$ cat config.mk
export PLATFORM = sky130hd
export DESIGN_NAME = hilo_muldiv_unit
export DESIGN_NICKNAME = d
export VERILOG_FILES = /design/src/rtl/hilo_muldiv_unit.sv
export SDC_FILE = /design/constraint.sdc
export NUM_CORES = 1
export LEC_CHECK = 0
export ABC_CLOCK_PERIOD_IN_PS = 3080
export CORE_MARGIN = 5
export CORE_UTILIZATION = 55
export CTS_BUF_LIST = sky130_fd_sc_hd__clkbuf_8
export DETAILED_ROUTE_END_ITERATION = 12
export PLACE_DENSITY_LB_ADDON = 0.08
export SLEW_MARGIN = 10
export SYNTH_ARGS = -nofsm -noshare
export SYNTH_HDL_FRONTEND = slang
export SYNTH_SLANG_ARGS = --single-unit
$ cat constraint.sdc
create_clock -name clk -period 3.08 [get_ports clk]
set_input_delay 0.616 -clock clk [delete_from_list [all_inputs] [get_ports clk]]
set_output_delay 0.616 -clock clk [all_outputs]
set_load 0.01 [all_outputs]
$ cat src/rtl/hilo_muldiv_unit.sv
// HI/LO register owner for the MIPS core: iterative radix-2 multiply/divide
// (32 iterations, one per clock) plus MTHI/MTLO writes and MFHI/MFLO reads.
module hilo_muldiv_unit (
    input  logic        clk,
    input  logic        rst_n,
    input  logic        start,
    input  logic [2:0]  op,
    input  logic [31:0] op1,
    input  logic [31:0] op2,
    output logic        busy,
    output logic        done,
    output logic [31:0] hi,
    output logic [31:0] lo,
    input  logic        mf_req,
    input  logic        mf_sel,
    output logic [31:0] mf_data,
    output logic        mf_stall
);

    localparam logic [2:0] OP_MULT  = 3'b000;
    localparam logic [2:0] OP_MULTU = 3'b001;
    localparam logic [2:0] OP_DIV   = 3'b010;
    localparam logic [2:0] OP_DIVU  = 3'b011;
    localparam logic [2:0] OP_MTHI  = 3'b100;
    localparam logic [2:0] OP_MTLO  = 3'b101;

    typedef enum logic [1:0] {
        S_IDLE = 2'd0,
        S_CALC = 2'd1,
        S_FIX  = 2'd2
    } state_e;

    state_e      state_q, state_d;
    logic [4:0]  count_q, count_d;
    logic [31:0] hi_q, hi_d;
    logic [31:0] lo_q, lo_d;
    logic        done_q, done_d;
    logic        is_div_q, is_div_d;
    logic        neg_res_q, neg_res_d;   // negate product / quotient at FIX
    logic        neg_rem_q, neg_rem_d;   // remainder takes the dividend's sign
    logic        div0_q, div0_d;
    logic [31:0] opb_q, opb_d;           // multiplicand or divisor magnitude
    logic [63:0] prod_q, prod_d;         // upper: partial product, lower: multiplier
    logic [31:0] rem_q, rem_d;
    logic [31:0] quo_q, quo_d;           // dividend bits shift out, quotient bits shift in

    logic        signed_op;
    logic [31:0] mag1, mag2;
    logic [32:0] mul_sum;
    logic [32:0] rem_sh;
    logic [32:0] trial;
    logic [63:0] prod_fix;
    logic [31:0] quo_fix, rem_fix;

    always_comb begin
        signed_op = ~op[0];
        mag1      = (signed_op && op1[31]) ? (~op1 + 32'd1) : op1;
        mag2      = (signed_op && op2[31]) ? (~op2 + 32'd1) : op2;

        mul_sum   = {1'b0, prod_q[63:32]} + {1'b0, (prod_q[0] ? opb_q : 32'd0)};
        rem_sh    = {rem_q, quo_q[31]};
        trial     = rem_sh - {1'b0, opb_q};

        prod_fix  = neg_res_q ? (~prod_q + 64'd1) : prod_q;
        quo_fix   = div0_q ? 32'hFFFF_FFFF : (neg_res_q ? (~quo_q + 32'd1) : quo_q);
        rem_fix   = neg_rem_q ? (~rem_q + 32'd1) : rem_q;
    end

    always_comb begin
        state_d   = state_q;
        count_d   = count_q;
        hi_d      = hi_q;
        lo_d      = lo_q;
        done_d    = 1'b0;
        is_div_d  = is_div_q;
        neg_res_d = neg_res_q;
        neg_rem_d = neg_rem_q;
        div0_d    = div0_q;
        opb_d     = opb_q;
        prod_d    = prod_q;
        rem_d     = rem_q;
        quo_d     = quo_q;

        unique case (state_q)
            S_IDLE: begin
                if (start) begin
                    unique case (op)
                        OP_MULT, OP_MULTU: begin
                            is_div_d  = 1'b0;
                            neg_res_d = signed_op & (op1[31] ^ op2[31]);
                            neg_rem_d = 1'b0;
                            div0_d    = 1'b0;
                            opb_d     = mag1;
                            prod_d    = {32'd0, mag2};
                            count_d   = 5'd0;
                            state_d   = S_CALC;
                        end
                        OP_DIV, OP_DIVU: begin
                            is_div_d  = 1'b1;
                            neg_res_d = signed_op & (op1[31] ^ op2[31]);
                            neg_rem_d = signed_op & op1[31];
                            div0_d    = (op2 == 32'd0);
                            opb_d     = mag2;
                            rem_d     = 32'd0;
                            quo_d     = mag1;
                            count_d   = 5'd0;
                            state_d   = S_CALC;
                        end
                        OP_MTHI: begin
                            hi_d   = op1;
                            done_d = 1'b1;
                        end
                        OP_MTLO: begin
                            lo_d   = op1;
                            done_d = 1'b1;
                        end
                        default: ;
                    endcase
                end
            end
            S_CALC: begin
                if (is_div_q) begin
                    // Restoring step: keep the subtraction only if it did not borrow.
                    if (!trial[32]) begin
                        rem_d = trial[31:0];
                        quo_d = {quo_q[30:0], 1'b1};
                    end else begin
                        rem_d = rem_sh[31:0];
                        quo_d = {quo_q[30:0], 1'b0};
                    end
                end else begin
                    prod_d = {mul_sum, prod_q[31:1]};
                end
                count_d = count_q + 5'd1;
                if (count_q == 5'd31) begin
                    state_d = S_FIX;
                end
            end
            S_FIX: begin
                if (is_div_q) begin
                    hi_d = rem_fix;
                    lo_d = quo_fix;
                end else begin
                    hi_d = prod_fix[63:32];
                    lo_d = prod_fix[31:0];
                end
                done_d  = 1'b1;
                state_d = S_IDLE;
            end
            default: state_d = S_IDLE;
        endcase
    end

    always_ff @(posedge clk or negedge rst_n) begin
        if (!rst_n) begin
            state_q   <= S_IDLE;
            count_q   <= 5'd0;
            hi_q      <= 32'd0;
            lo_q      <= 32'd0;
            done_q    <= 1'b0;
            is_div_q  <= 1'b0;
            neg_res_q <= 1'b0;
            neg_rem_q <= 1'b0;
            div0_q    <= 1'b0;
            opb_q     <= 32'd0;
            prod_q    <= 64'd0;
            rem_q     <= 32'd0;
            quo_q     <= 32'd0;
        end else begin
            state_q   <= state_d;
            count_q   <= count_d;
            hi_q      <= hi_d;
            lo_q      <= lo_d;
            done_q    <= done_d;
            is_div_q  <= is_div_d;
            neg_res_q <= neg_res_d;
            neg_rem_q <= neg_rem_d;
            div0_q    <= div0_d;
            opb_q     <= opb_d;
            prod_q    <= prod_d;
            rem_q     <= rem_d;
            quo_q     <= quo_d;
        end
    end

    assign busy     = (state_q != S_IDLE);
    assign done     = done_q;
    assign hi       = hi_q;
    assign lo       = lo_q;
    assign mf_data  = mf_sel ? hi_q : lo_q;
    assign mf_stall = mf_req & busy;

endmodule

-- Yosys cells after proc, flatten, opt, wreduce, memory -nomap -nowiden
Index checks and enable logic that the tools add are counted.
- output and inout bits: 99
- bits of input ports: 72
- word-level logic and storage cells: 113
- bits in registers: 236
- bitwise operators: 10
- reductions and logical operators: 21
- add/subtract/negate cells: 8
- mux-type cells: 44
- equal/unequal tests: 17
- operator list (cell ; count):
    two-way mux 32 bit ; 20
    case mux 32 bit (2 select lines) ; 5
    two-way mux 64 bit ; 4
    adder 32 x 1 -> 32 bit, second input constant ; 4
    NOT 32 bit ; 4
    case mux 64 bit (2 select lines) ; 1
    adder 64 x 1 -> 64 bit, second input constant ; 1
    NOT 64 bit ; 1
    adder 32 x 32 -> 33 bit ; 1
    subtractor 33 x 32 -> 33 bit ; 1
    logical NOT 32 bit ; 1
    AND reduction 3 bit ; 6
    two-way mux 5 bit ; 2
    inequality test 2 bit, second input constant ; 5
    case mux 5 bit (2 select lines) ; 1
    inequality test 2 x 1 -> 1 bit, second input constant ; 4
    case mux 1 bit (2 select lines) ; 4
    AND reduction 4 bit ; 2
    nonzero test 2 bit ; 4
    == test 3 x 2 -> 1 bit, second input constant ; 2
    == test 3 bit, second input constant ; 2
    two-way mux 2 bit ; 3
    OR reduction 2 bit ; 3
    adder 5 x 1 -> 5 bit, second input constant ; 1
    13 further kinds ; 18

-- Depth between registers and ports, before layout
- depth in word-level cells: 6
- mapped depth: 14
- mapped depth without buffers: 13

-- Least setup slack after synthesis
OpenSTA, ideal clock, no wires.
- path type: register -> register
- start point: reg prod_q[0]
- end point: reg prod_q[57]
- slack: -0.063 ns
- buffers on the path: 1
- data required time: 2.997 ns
- cell stages (with the launch flop): 14
- arrival time: 3.061 ns
- clock period less this slack: 3.143 ns
- setup time: 0.083 ns
- cell sequence: dfrtp_1 clkinv_1 clkbuf_1 nor2_1 ha_1 o21a_1 o2111a_1 o21ai_0 a311oi_1 a31oi_1 o31ai_1 a21oi_1 xor2_1 o21ai_0
- longest elaborated chain between the ends: 4
- RTL lines (element ; RTL line ; RTL):
    start, declared ; 43 ; logic [63:0] prod_q, prod_d;
    start signal, assigned ; 180 ; prod_q <= prod_d;
    two-way mux 32 bit ; 60 ; mul_sum = {1'b0, prod_q[63:32]} + {1'b0, (prod_q[0] ? opb_q : 32'd0)};
    adder 32 x 32 -> 33 bit ; 60 ;
    two-way mux 64 bit ; 122 ; if (is_div_q) begin
    case mux 64 bit (2 select lines) ; 84 ; unique case (state_q)
No other way between the ends. The select of a mux whose other input is x is not followed.
A chain may end at the register's enable or synchronous reset.

-- Worst setup path in the final report
- start point: reg prod_q[12]
- end point: reg hi_q[24] (netlist: hi[24])
- longest elaborated chain between the ends: 5
- RTL lines (element ; RTL line ; RTL):
    NOT 64 bit ; 64 ; prod_fix = neg_res_q ? (~prod_q + 64'd1) : prod_q;
    adder 64 x 1 -> 64 bit ; 64 ;
    two-way mux 64 bit ; 64 ;
    two-way mux 32 bit ; 140 ; if (is_div_q) begin
    case mux 32 bit (2 select lines) ; 84 ;
    end signal, assigned ; 172 ; hi_q <= hi_d;
    end, declared ; 35 ; logic [31:0] hi_q, hi_d;
No other way between the ends.

==> metrics <==
maximum clock frequency=about 330 MHz; Crit. End Element=flip-flop; commonest non-fill, non-tap cell in the layout=buf_4; hold path start=opb_q[30]; FFs w/ async S/R, synth=1.000; met3 WL post-DR=10260 µm; syn avg cell area=8.287 µm²; Total GRT Usage=0.4051; worst vdd ir=roughly 0.0010 V; I/O Buffers=170; critical path peak fanout=5; Setup Skew=roughly 26 ps; maxcap violations=0; Synth cell types=80; placed instance count=3060; First-pass DRT Iterations=6; Core Area=about 33000 µm²; CTS clk-pin slew, worst paths=about 60 ps; flop2flop setup slack=20 ps; #FFs+latches synth=between 200 and 250; CTS Buffer Depth=3; vias=20192; multi-input logic area=12250 µm²; Hold Crit Class=flip-flop to flip-flop; status=completed; post-DP HPWL=59670 µm; fin nets=between 2000 and 3000; r2r worst-path depth=8; IO Count=~170; Post-Syn Area=18410 µm²; H-Tree Depth=2; unrepaired setup endpoints after global routing=true; RePlAce Congestion=1.048; Reg-to-Reg End=hi[24]; DRT iter0 DRCs=2496; TritonCTS Buffers=44; Max-slew headroom=0.2060; ant diodes=0; Initial Util=0.5533; Area growth syn-to-layout=33.39%; Post-synth top flop=dfrtp_1; Worst Path Arrival=3510 ps; syn nets=2367; sequential cell area fraction in the yosys report=0.3207; Routed WL per cell=24.41 µm; worst r2r src=prod_q[12]; Reg area=5914 µm²; crit start category=flip-flop; vias per cell=between 6 and 7; fin crit share=0.9937; LEAKAGE=between 10 and 15 nW; hold endpoint=opb_q[30]; share of cells above drive strength 1=0.2249; commonest non-fill, non-tap cells in the layout=buf_4, nand2_1, dfrtp_1; metal2 WL=31940 µm; routed wire length=77050 µm; PwrDens=1223 nW/µm²; TritonCTS clock tree=done; initial antenna violation count=0; Die Height=193.0 µm; synthesis warning total=0; Root Buffer=clkbuf_8; row cnt=67; final setup violation count=0; Final Hold Vio Count=0; Least-Margin Pin Slew=approximately 1200 ps; vias in the first global route=19285; EDFF count, synth=0; hold depth=2; total gr overflow=0; die width=between 150 and 200 µm; Syn Inst Count=2222; Sink Count=236; largest net degree at the start of global routing=95; fin crit period=slightly above 3000 ps; wl on met1=30600 µm; post-route insts no fill=about 3200; Worst EP required=approximately 3500 ps; setup TNS after final layout=0 ps; Clk Latency, worst-skew pair=590 ps; DR top layer=met4; fillers=2584; antenna viol nets, final=0; Max Slew Vio Count=0; # DRC=0; die area=37240 µm²; crit path kind=flip-flop to flip-flop; first-pass GRT wire length=115600 µm
[logic make-up (layout without fill, tap and decap cells)]
group | count (synthesis) | in the layout | synth area share
muxes | 107 | 107 | 0.06177
DFF | 236 | 236 | 0.3207
and+or+nand+nor | 689 | 689 | 0.1769
adders and majority gates | 73 | 73 | 0.05042
AOI/OAI and AO/OA | 691 | 691 | 0.2400
xor gates and xnor gates | 231 | 231 | 0.1099
buffers and inverters | 195 | 681 | 0.04023
[metal layers]
metal / track usage / vias up
met5: 0 / -
met3: 0.09327 / 211
li1: - / 9006
met2: 0.5918 / 1312
met4: 0.1895 / 0
met1: 0.5719 / 9663
[Yosys cell counts (22+ instances only)]
master,number,area (µm²)
a21o_1,30,225.2
a21oi_1,155,775.7
clkbuf_1,106,397.9
dfrtp_1,236,5906
ha_1,71,888.4
inv_1,60,225.2
mux2_2,53,596.8
mux2i_1,54,540.5
nand2_1,279,1047
nand2b_1,25,156.4
nand3_1,49,245.2
nor2_1,158,593.1
nor3_1,35,175.2
o21ai_0,224,1121
o221ai_1,51,446.7
o31ai_1,51,382.9
or3_1,22,137.6
xnor2_1,129,1130
xor2_1,102,893.4
[flip-flops by register name, indices dropped and copies added (netlist names)]
signal,cells
opb_q,32
neg_res_q,1
lo,32
count_q,5
done,1
state_q,2
rem_q,32
div0_q,1
neg_rem_q,1
hi,32
prod_q,64
is_div_q,1
quo_q,32
[power breakdown]
part / internal, mW / switching [mW]
registers: 4.54 / 1.77
logic: 9.34 / 11.3
clock network: 1.66 / 1.43
[worst max-delay path by stage]
stage	from	endpoint	slack [ps]	depth (start not counted)
finish	prod_q[12]	hi[24]	20	8
global route	prod_q[0]	prod_q[62]	-60	15
CTS	prod_q[0]	prod_q[61]	-30	16
detailed placement	op2[5]	prod_q[28]	-330	13
global placement	op1[7]	opb_q[25]	-250	11
floorplan	prod_q[0]	prod_q[57]	60	13
[final cells by class]
| class | count | share of cell area |
|---|---|---|
| clock buffers | 54 | 0.03026 |
| repair buffers | 545 | 0.1927 |
| clock inverters | 20 | 0.004942 |
| flip-flops and latches | 236 | 0.2408 |
| well taps | 448 | 0.02282 |
| multi-input cells | 1791 | 0.4987 |
| inverters | 62 | 0.009680 |
[metrics by stage]
stage | power (mW) | instance area [µm²] | setup slack [ps] | utilization | hold WS, ps
floorplan | 16.52 | 18420 | 59.39 | - | 320.4
global placement | 24.13 | 23000 | -250.8 | 0.6912 | 473.8
detailed placement | 24.70 | 23000 | -332.4 | 0.6912 | 478.0
CTS | 28.64 | 24150 | -33.24 | 0.7257 | 493.9
global route | 31.73 | 24560 | -59.70 | 0.7380 | 524.4
finish | 30.04 | 24560 | 19.38 | 0.7380 | 491.2
[timing repair]
action                                  in CTS  in global routing
endpoints found under the setup margin      47                 55
setup buffers                                8                 12
gates cloned                                 2                  0
pin swaps                                   18                 34
hold buffers                                 1                  0
resized for setup                           44                 80
endpoints found under the hold margin       45                  0
[worst max-delay path, stage by stage, from the launching register on]
cell,delay [ps]
dfrtp_1,390
or4_4,590
nor4_2,450
and3_1,290
nand3_1,200
or4_1,480
o21a_1,190
o211ai_1,240
nand3_1,100
No activity file was read; power rests on OpenSTA's default activity.
